$ cat src/rtl/unified_mem_arbiter.sv
`default_nettype none
// ============================================================================
// Module      : unified_mem_arbiter
// Description : Shares one single-port, fixed-latency memory between the fetch
//               port and the load/store port, with starvation-bounded priority.
// Revision    : 1.0 - initial release
// ============================================================================
module unified_mem_arbiter #(
    parameter int ADDR_W       = 32,
    parameter int DATA_W       = 32,
    parameter int MEM_LATENCY  = 4,
    parameter int STARVE_LIMIT = 3
) (
    input  logic              clk,
    input  logic              reset,
    // fetch port
    input  logic              if_req,
    input  logic [ADDR_W-1:0] if_addr,
    input  logic              if_cancel,
    output logic              if_ack,
    output logic [DATA_W-1:0] if_rdata,
    output logic              if_stall,
    // data port
    input  logic              d_req,
    input  logic              d_we,
    input  logic [ADDR_W-1:0] d_addr,
    input  logic [DATA_W-1:0] d_wdata,
    output logic              d_ack,
    output logic [DATA_W-1:0] d_rdata,
    output logic              d_stall,
    // memory port
    output logic              mem_req,
    output logic              mem_we,
    output logic [ADDR_W-1:0] mem_addr,
    output logic [DATA_W-1:0] mem_wdata,
    input  logic [DATA_W-1:0] mem_rdata,
    output logic              busy
);

    localparam int CNT_W = (MEM_LATENCY > 1) ? $clog2(MEM_LATENCY) : 1;
    localparam int STV_W = $clog2(STARVE_LIMIT + 1);
    localparam logic [CNT_W-1:0] c_cnt_init   = CNT_W'(MEM_LATENCY - 1);
    localparam logic [STV_W-1:0] c_starve_max = STV_W'(STARVE_LIMIT);

    typedef enum logic [1:0] {
        S_IDLE  = 2'd0,
        S_ISSUE = 2'd1,
        S_WAIT  = 2'd2,
        S_RESP  = 2'd3
    } state_t;

    state_t             state_q,       state_d;
    logic               owner_fetch_q, owner_fetch_d;
    logic               we_q,          we_d;
    logic [ADDR_W-1:0]  addr_q,        addr_d;
    logic [DATA_W-1:0]  wdata_q,       wdata_d;
    logic [CNT_W-1:0]   cnt_q,         cnt_d;
    logic [STV_W-1:0]   starve_q,      starve_d;
    logic               cancel_q,      cancel_d;
    logic               mem_req_q,     mem_req_d;
    logic               if_ack_q,      if_ack_d;
    logic               d_ack_q,       d_ack_d;
    logic [DATA_W-1:0]  if_rdata_q,    if_rdata_d;
    logic [DATA_W-1:0]  d_rdata_q,     d_rdata_d;

    logic               w_grant_fetch;
    logic               w_cancel_hit;

    // Data normally wins; fetch is forced once data has been granted
    // STARVE_LIMIT times in a row while fetch was waiting.
    assign w_grant_fetch = if_req && (!d_req || (starve_q == c_starve_max));
    assign w_cancel_hit  = (state_q != S_IDLE) && owner_fetch_q && if_cancel;

    always_comb begin
        state_d       = state_q;
        owner_fetch_d = owner_fetch_q;
        we_d          = we_q;
        addr_d        = addr_q;
        wdata_d       = wdata_q;
        cnt_d         = cnt_q;
        starve_d      = starve_q;
        cancel_d      = cancel_q;
        mem_req_d     = 1'b0;
        if_ack_d      = 1'b0;
        d_ack_d       = 1'b0;
        if_rdata_d    = if_rdata_q;
        d_rdata_d     = d_rdata_q;

        if (w_cancel_hit) begin
            cancel_d = 1'b1;
        end

        case (state_q)
            S_IDLE: begin
                cancel_d = 1'b0;
                if (d_req || if_req) begin
                    state_d       = S_ISSUE;
                    mem_req_d     = 1'b1;
                    owner_fetch_d = w_grant_fetch;
                    if (w_grant_fetch) begin
                        addr_d   = if_addr;
                        we_d     = 1'b0;
                        wdata_d  = '0;
                        starve_d = '0;
                    end else begin
                        addr_d  = d_addr;
                        we_d    = d_we;
                        wdata_d = d_wdata;
                        if (!if_req) begin
                            starve_d = '0;
                        end else if (starve_q != c_starve_max) begin
                            starve_d = starve_q + STV_W'(1);
                        end
                    end
                end
            end

            S_ISSUE: begin
                cnt_d   = c_cnt_init;
                state_d = S_WAIT;
            end

            S_WAIT: begin
                if (cnt_q == '0) begin
                    state_d = S_RESP;
                    // A cancel seen on the capture cycle itself still suppresses the ack.
                    if (owner_fetch_q) begin
                        if (!(cancel_q || w_cancel_hit)) begin
                            if_ack_d   = 1'b1;
                            if_rdata_d = mem_rdata;
                        end
                    end else begin
                        d_ack_d = 1'b1;
                        if (!we_q) begin
                            d_rdata_d = mem_rdata;
                        end
                    end
                end else begin
                    cnt_d = cnt_q - CNT_W'(1);
                end
            end

            S_RESP: begin
                state_d = S_IDLE;
            end

            default: begin
                state_d = S_IDLE;
            end
        endcase
    end

    always_ff @(posedge clk or posedge reset) begin
        if (reset) begin
            state_q       <= S_IDLE;
            owner_fetch_q <= 1'b0;
            we_q          <= 1'b0;
            addr_q        <= '0;
            wdata_q       <= '0;
            cnt_q         <= '0;
            starve_q      <= '0;
            cancel_q      <= 1'b0;
            mem_req_q     <= 1'b0;
            if_ack_q      <= 1'b0;
            d_ack_q       <= 1'b0;
            if_rdata_q    <= '0;
            d_rdata_q     <= '0;
        end else begin
            state_q       <= state_d;
            owner_fetch_q <= owner_fetch_d;
            we_q          <= we_d;
            addr_q        <= addr_d;
            wdata_q       <= wdata_d;
            cnt_q         <= cnt_d;
            starve_q      <= starve_d;
            cancel_q      <= cancel_d;
            mem_req_q     <= mem_req_d;
            if_ack_q      <= if_ack_d;
            d_ack_q       <= d_ack_d;
            if_rdata_q    <= if_rdata_d;
            d_rdata_q     <= d_rdata_d;
        end
    end

    assign mem_req   = mem_req_q;
    assign mem_we    = mem_req_q && we_q;
    assign mem_addr  = addr_q;
    assign mem_wdata = wdata_q;

    assign if_ack    = if_ack_q;
    assign if_rdata  = if_rdata_q;
    assign if_stall  = if_req && !if_ack_q;
    assign d_ack     = d_ack_q;
    assign d_rdata   = d_rdata_q;
    assign d_stall   = d_req && !d_ack_q;
    assign busy      = (state_q != S_IDLE);

endmodule
`default_nettype wire

$ cat config.mk
export PLATFORM = sky130hd
export DESIGN_NAME = unified_mem_arbiter
export DESIGN_NICKNAME = d
export VERILOG_FILES = /design/src/rtl/unified_mem_arbiter.sv
export SDC_FILE = /design/constraint.sdc
export NUM_CORES = 1
export LEC_CHECK = 0
export ABC_AREA = 1
export BUFFER_PORTS_ARGS = -buffer_cell sky130_fd_sc_hd__buf_2
export CELL_PAD_IN_SITES_DETAIL_PLACEMENT = 1
export CELL_PAD_IN_SITES_GLOBAL_PLACEMENT = 1
export CORE_MARGIN = 10
export CORE_UTILIZATION = 36
export CTS_BUF_LIST = sky130_fd_sc_hd__clkbuf_16
export DETAILED_ROUTE_END_ITERATION = 8
export PLACE_DENSITY = 0.92
export SETUP_SLACK_MARGIN = 0.1
export SYNTH_ARGS = -nofsm -noshare
export SYNTH_HDL_FRONTEND = slang
export SYNTH_SLANG_ARGS = --single-unit
$ cat constraint.sdc
create_clock -name clk -period 7.2 [get_ports clk]
set_input_delay 0.72 -clock clk [delete_from_list [all_inputs] [get_ports clk]]
set_output_delay 0.72 -clock clk [all_outputs]
set_load 0.05 [all_outputs]
==> reports/summary.txt <==
Clk_lat worst skew = 0.42 ns
FF+latch count, synth = 140
# resized after CTS = 0
Post-route insts no fill = 1235
Post-layout minimum cycle time = 2.899 ns
Slowest CP cell = nand2_1
Cts bufs inserted = 17
Crit path cell chain = inv_1 > ha_1 > nand2_1 > nor2_4 > nand2_1 > nand2_1 > nand2_1
Slew Viols, Final = 0
Final wirelength = 22540 um
Uppermost layer routed = met4
CP required = 7.49 ns
# port buffers = 268
Clock Skews = 0.01169 ns
CTS tree = built
Cell variety after synth = 20
Leakage = 4.957 nW
Area Growth Syn to Fin = 33.08%
Final setup fails = 0
Status = finished, final reports clean
Highest Clock Rate = 0.3450 GHz
Crit path DAT = 3.19 ns
Commonest non-fill, non-tap cell in the layout = nand2_1
Max stage delay on crit path = 0.88 ns
DR WL met3 = 2404 um
Met1 wire length = 9239 um
Row count = 47
Max-Cap Viols = 0
Filler cells = 2131
Element type at the critical path start = flip-flop
RSZ-0062 raised after global routing = false
Chip height = 151.2 um
Die area = 22870 um2
Cell mode on critical path = nand2_1
Number of I/O pins = 269
HPWL Detailed = 16380 um
Gr usage total = 19.69%
Slew HR = 21.04%
Sw frac = 51.91%
Internal = 0.002214 W
GP Congestion = 0.8191
First-pass GRT wire length = 35500 um
Layout cells sized above 1 = 30.77%
Commonest non-fill, non-tap cells in the layout = nand2_1 (301), buf_2 (268), nand3_1 (163), dfrtp_1 (140), inv_1 (80)
Cell total after placement = 1202
Hold WC Path Type = input pin to async pin
Register area share after synthesis = 56.51%
Clock Sink Count = 140
TNS Setup = 0 ns
Tcrit/Tclk final = 40.26%
Syn Area/Cell = 8.201 um2
Die width = 151.2 um
CORE AREA = 16760 um2
Hold Violations, Final = 0
Vias per cell = 4.864
Worst slew pin tran = 1.184 ns
Setup CP Type = flip-flop to flip-flop
Syn_nets = 895
Post-synthesis cell count = 756
Hold buffers post-CTS = 0
Root buf cell = clkbuf_16
Clk pwr share = 21.1%
Initial Utilization = 36.99%
Crit path capture type = flip-flop
Synth warn = 0
Reg power frac = 29.1%
Nets = 1140
Comb pwr share = 49.8%
DRT antenna net count = 0
Worst path bufs/invs = 1
Max VDD drop = 0.2493 mV
Via count = 6007
Longest Clk Path Bufs = 2
Largest net degree at the start of global routing = 77
WL per Instance = 18.25 um
GRT overflow = 0
Htree depth = 4
Clock Pin Slew Worst Setup and Hold Paths = 0.06 ns
Vias in the first global route = 6497
Total power per unit cell area = 558.1 nW/um2
CP delay by family, top = simple AND/OR/NAND/NOR gates
Total setup buffers inserted after CTS = 0
P_sw = 0.002390 W
Initial antenna violation count = 0
Residual DRC = 0
Starting DRT DRC Count = 289
Crit path max fanout = 34
DRT Pass-1 Iters = 5
Post-Syn Area = 6200 um2
Met2 Wirelength = 10600 um
-- metrics by stage --
step / cell area, um2 / hold slack, ns / power (W) / utilization [%] / setup slack (ns)
4_1_cts: 8248 / 0.4416 / 0.004665 / 49.21 / 4.285
5_1_grt: 8248 / 0.4690 / 0.004878 / 49.21 / 4.038
3_5_place_dp: 7601 / 0.4556 / 0.003661 / 45.35 / 4.351
3_3_place_gp: 7601 / 0.4493 / 0.003587 / 45.35 / 4.431
6_report: 8250 / 0.4318 / 0.004604 / 49.23 / 4.301
2_1_floorplan: 6200 / 0.4570 / 0.003039 / - / 2.727
-- routing by layer --
metal	track usage (%)	up-vias
met5	0	-
met4	5.582	0
met3	8.771	24
met2	31.60	228
met1	23.40	2917
li1	-	2838
-- synth_stat cells (all sizes together) --
| master | number | area [um2] |
|---|---|---|
| o21ai | 6 | 41.29 |
| clkbuf | 8 | 30.03 |
| a21oi | 2 | 10.01 |
| nand4 | 1 | 6.260 |
| nand2 | 304 | 1146 |
| nor2 | 6 | 37.53 |
| buf | 38 | 222.7 |
| ha | 5 | 62.56 |
| dfrtp | 140 | 3503 |
| nand3 | 164 | 825.8 |
| mux2i | 1 | 10.01 |
| inv | 81 | 304.0 |
-- worst reg2reg max path: stages (launching register included) --
cell and delay, ns:
dfrtp_1 0.39, inv_1 0.10, ha_1 0.21, nand2_1 0.16, nor2_4 0.64, nand2_1 0.89, nand2_1 0.30, nand2_1 0.09
-- cell families (layout without fill, tap and decap cells) --
kind of cell / Yosys count / count (layout) / synth area share, %
AO/OA/AOI/OAI: 8 / 8 / 0.8275
adder cells (fa/ha/maj): 5 / 5 / 1.009
buffers and inverters: 127 / 385 / 8.981
flip-flops: 140 / 140 / 56.51
multiplexers: 1 / 1 / 0.1615
other: 0 / 1 / 0
AND/OR/NAND/NOR: 475 / 475 / 32.51
-- flip-flops by register name (all words and copies together) (netlist names) --
name	count
cnt_q	2
if_ack	1
d_rdata	32
d_ack	1
state_q	2
mem_wdata	32
we_q	1
mem_req	1
if_rdata	32
starve_q	2
mem_addr	32
cancel_q	1
owner_fetch_q	1
-- worst paths after layout --
path                              from      endpoint  slack [ns]  cells after the start
setup / recovery            state_q[0]   d_rdata[15]        4.30                      7
hold / removal                   reset  if_rdata[31]        0.43                      2
setup reg to reg            state_q[0]   d_rdata[15]        4.30                      7
hold reg to reg            if_rdata[0]   if_rdata[0]        0.47                      2
max in group asynchronous        reset       mem_req        5.43                      3
min in group clk           if_rdata[0]   if_rdata[0]        0.47                      2
-- power groups by stage --
stage | Combinational (W) | Clock (W) | Sequential [W]
after floorplan | 0.000591 | 0 | 0.00245
after global placement | 0.00226 | 0 | 0.00133
after detailed placement | 0.00233 | 0 | 0.00134
after CTS | 0.00233 | 0.000997 | 0.00134
after global routing | 0.00246 | 0.00103 | 0.00138
final | 0.00229 | 0.000972 | 0.00134
-- cell type report --
cell class,instances,area (um2),share of cell area (%)
Antenna cell,1,2.502,0.03033
Clock buffer,17,425.4,5.156
Clock inverter,15,221.5,2.684
Inverter,81,309.0,3.746
Multi-Input combinational cell,489,2142,25.96
Sequential cell,140,3503,42.46
Tap cell,220,275.3,3.336
Timing Repair Buffer,272,1371,16.62
No activity file was read; power rests on OpenSTA's default activity.
